## config.mk

```make
export PLATFORM = sky130hd
export DESIGN_NAME = pc_register
export DESIGN_NICKNAME = d
export VERILOG_FILES = /design/src/rtl/pc_register_pkg.sv /design/src/rtl/pc_register.sv
export SDC_FILE = /design/constraint.sdc
export NUM_CORES = 1
export LEC_CHECK = 0
export CAP_MARGIN = 10
export CORE_MARGIN = 3
export CORE_UTILIZATION = 35
export CTS_BUF_LIST = sky130_fd_sc_hd__clkbuf_4 sky130_fd_sc_hd__clkbuf_8
export DETAILED_ROUTE_END_ITERATION = 16
export PLACE_DENSITY_LB_ADDON = 0.12
export SETUP_SLACK_MARGIN = 0.4
export SLEW_MARGIN = 25
export SYNTH_ARGS = -nofsm -noshare
export SYNTH_HDL_FRONTEND = slang
export SYNTH_SLANG_ARGS = --single-unit
export TNS_END_PERCENT = 100
```

## constraint.sdc

```tcl
create_clock -name clk -period 0.9 [get_ports clk]
set_input_delay 0.27 -clock clk [delete_from_list [all_inputs] [get_ports clk]]
set_output_delay 0.27 -clock clk [all_outputs]
set_load 0.01 [all_outputs]
```

## src/rtl/pc_register_pkg.sv

```systemverilog
// Shared core constants for the fetch stage: datapath width and the address
// the core starts fetching from after reset.
package pc_register_pkg;

    // Architectural address width (RV32).
    localparam int unsigned CORE_XLEN = 32;

    // First instruction address after reset.
    localparam logic [CORE_XLEN-1:0] CORE_RESET_VECTOR = 32'h0000_0000;

endpackage : pc_register_pkg

```

## src/rtl/pc_register.sv

```systemverilog
// Program counter for the fetch stage. Holds the address of the instruction
// being fetched; loads the next PC when enabled and holds it otherwise so the
// hazard unit can stall fetch. The output comes straight from the register.
module pc_register
    import pc_register_pkg::*;
#(
    parameter int unsigned           XLEN         = CORE_XLEN,
    parameter logic [XLEN-1:0]       RESET_VECTOR = XLEN'(CORE_RESET_VECTOR)
) (
    input  logic            clk,
    input  logic            rst,
    input  logic            pc_write_en,
    input  logic [XLEN-1:0] pc_next,
    output logic [XLEN-1:0] pc_out
);

    logic [XLEN-1:0] pc_d;
    logic [XLEN-1:0] pc_q;

    // Next-state selection: reset wins, then load, otherwise hold (stall).
    always_comb begin
        // NOTE: pc_d gets a default before any branch, so no path through this
        // block leaves it unassigned and no latch is inferred.
        pc_d = pc_q;
        if (rst) begin
            pc_d = RESET_VECTOR;
        end else if (pc_write_en) begin
            // Stored verbatim: alignment and wrap are not this block's concern.
            pc_d = pc_next;
        end
    end

    // The PC register itself; reset is folded into pc_d, so it is synchronous.
    always_ff @(posedge clk) begin
        // NOTE: non-blocking assignment, so every flop samples its pre-edge
        // inputs regardless of the order of always blocks.
        pc_q <= pc_d;
    end

    assign pc_out = pc_q;

`ifndef SYNTHESIS
    // The PC is undefined until the first reset edge; the stall check below
    // only applies once a reset has been seen.
    logic reset_seen_d;
    logic reset_seen_q;

    // Sticky flag recording that at least one reset edge has occurred.
    always_comb begin
        reset_seen_d = reset_seen_q | rst;
    end

    // Flag register for the assertions only.
    always_ff @(posedge clk) begin
        reset_seen_q <= reset_seen_d;
    end

    // A stalled PC must not move.
    a_stall_holds: assert property (
        @(posedge clk) (reset_seen_q && !rst && !pc_write_en) |=> $stable(pc_out)
    ) else $error("pc_out changed across a stall edge");

    // Any reset edge leaves the PC at the reset vector.
    a_reset_loads_vector: assert property (
        @(posedge clk) rst |=> (pc_out == RESET_VECTOR)
    ) else $error("pc_out is not RESET_VECTOR after a reset edge");
`endif

endmodule : pc_register

```

==> results.txt <==
status = finished with violations
failing checks = negative setup slack
H-tree depth = 2
initial antenna violation count = 0
vias per std cell = 4.48
DP Area = 1850 um2
Worst Setup Start Kind = flip-flop
HPWL Detailed = 2070 um
final setup fails = 32
Synth top area share = 55.1%
Layout Skew = 0 ps
initial DRC count = 14
Yosys reg bits = 32
Final #Nets = 217
Tmin final = 1060 ps
Post-Syn Instances = 103
LEAKAGE = 1.03 nW
CTS tree = built
fin crit share = 118%
dominant cells by area after synthesis = dfxtp_1 (55%), mux2i_1 (28%), nor2_1 (10%)
Yosys cell types = 6
pins over their slew limit = 0
VDD IR-drop max = 1000 uV
hold crit path type = in2reg
YS warnings = 0
PortBufs = 66
core area = 3100 um2
synthesized area = 1160 um2
Critical-path top delay cell = dfxtp_2
final hold viol count = 0
worst-margin pin slew = 149 ps
RSZ-0062 raised after global routing = true
PD cells = 1440 nW/um2
share of cells above drive strength 1 = 47.5%
CTS sink cnt = 32
CTS root buf = clkbuf_4
drt total wl = 3100 um
Reg clk slew, reported paths = 100 ps
critical path, cell by cell = buf_6
worst path arrival time = 790 ps
drt drc = 0
initial cell density of the core = 37.5%
number of global-route vias before repair = 1084
reg-to-reg slack, setup = 40 ps
Rel. slew slack = 89.8%
Synth Net Count = 138
post-route antenna net violation count = 0
largest net degree at the start of global routing = 17
worst setup margin = -161 ps
worst endpoint required time = 630 ps
sequential cell area fraction in the yosys report = 55.1%
Worst-Skew Late Latency = 330 ps
Area Overhead vs Synth = 83.8%
hold_ws = 291 ps
num ports = 67
maxcap violations = 0
Die Area = 4050 um2
Synth Area per Inst = 11.3 um2
Tot GR Track Use = 16.5%
Max Root-Sink Buffers = 2
TritonRoute pass-1 iters = 4
Synth area leader = dfxtp_1
CP delay by family, top = flip-flops
max reg flops = 32
std cell rows = 20
die width = 63.7 um
Peak Freq = 0.943 GHz
crit path buf inv count = 1
total grt overflow = 0
global-route wire length before repair = 5100 um
most frequent cells in the layout = buf_6 (39), mux2i_1 (32), nor2_1 (32), dfxtp_2 (32), dlygate4sd2_1 (20)
# hold bufs at CTS = 0
max incr delay on CP = 360 ps
CP endpoint kind = output port
most common cell after layout, fill and taps aside = buf_6
post-route cell area = 2140 um2
ANT cells = 0
total CTS buffers = 5
average wire per standard cell = 13.7 um
GPL Wtd Cong = 0.674
Die Span Y = 63.7 um
critical path peak fanout = 2
vias post-DR = 1018
CP Class = reg2out
[routing by layer]
metal | part of all wire [%] | wire length (um) | GRT usage, % | vias to the layer above
met2 | 50 | 1540 | 28.9 | 43
met4 | 2.9 | 89 | 9.70 | 0
li1 | - | - | - | 496
met3 | 6.7 | 207 | 5.17 | 10
met5 | 0 | 0 | 0 | -
met1 | 41 | 1260 | 17.1 | 469
[cells in the mapped netlist, drive strengths merged]
master and n:
buf 4, nor2 32, mux2i 32, clkbuf 3
dfxtp 32
[layout make-up]
type | instances | area [um2]
Fill cell | 267 | 965
Tap cell | 44 | 55.1
Clock inverter | 2 | 10.0
Sequential cell | 32 | 681
Timing Repair Buffer | 79 | 901
Clock buffer | 6 | 51.3
Multi-Input combinational cell | 64 | 440
[per-stage QoR]
stage                     total power [mW]  TNS [ps]  instances  util (%)  worst slack, ps
after floorplan                       1.81         0        103         -             63.9
after global placement                2.14    -14810        209      59.8             -251
after detailed placement              2.15    -15260        209      59.8             -266
after CTS                             3.09     -5270        223      67.6             -176
after global routing                  3.23     -6060        227      68.9             -208
final                                 3.07     -4680        227      68.9             -161
[repair_timing]
item / CTS / global route
setup buffers: 3 / 4
cloned: 3 / 0
resized for setup: 220 / 3
setup endpoints to repair: 64 / 64
pin swaps: 13 / 14
[cells by family (layout without fill, tap and decap cells)]
group	count (synthesis)	after routing	synth area share, %
flops	32	32	55.1
mux	32	32	27.5
simple gates	32	32	10.3
buf+inv	7	87	7.10
[final timing paths]
path                            cells after the start         from         end
worst max-delay path                                1   pc_out[23]  pc_out[23]
worst min register to register                      2   pc_out[15]  pc_out[15]
worst max register to register                      4    pc_out[6]   pc_out[6]
worst min-delay path                                3  pc_next[29]  pc_out[29]
[worst min-delay path, cell delays in order]
cell and delay, ps:
dlygate4sd2_1 190, mux2i_1 60, nor2_1 70
[report_power, final]
part,internal (mW),switching [mW]
logic,0.423,0.222
registers,1.52,0.0604
clock network,0.371,0.479
total,2.31,0.761
Note: power is estimated with default switching activity, not from simulation.
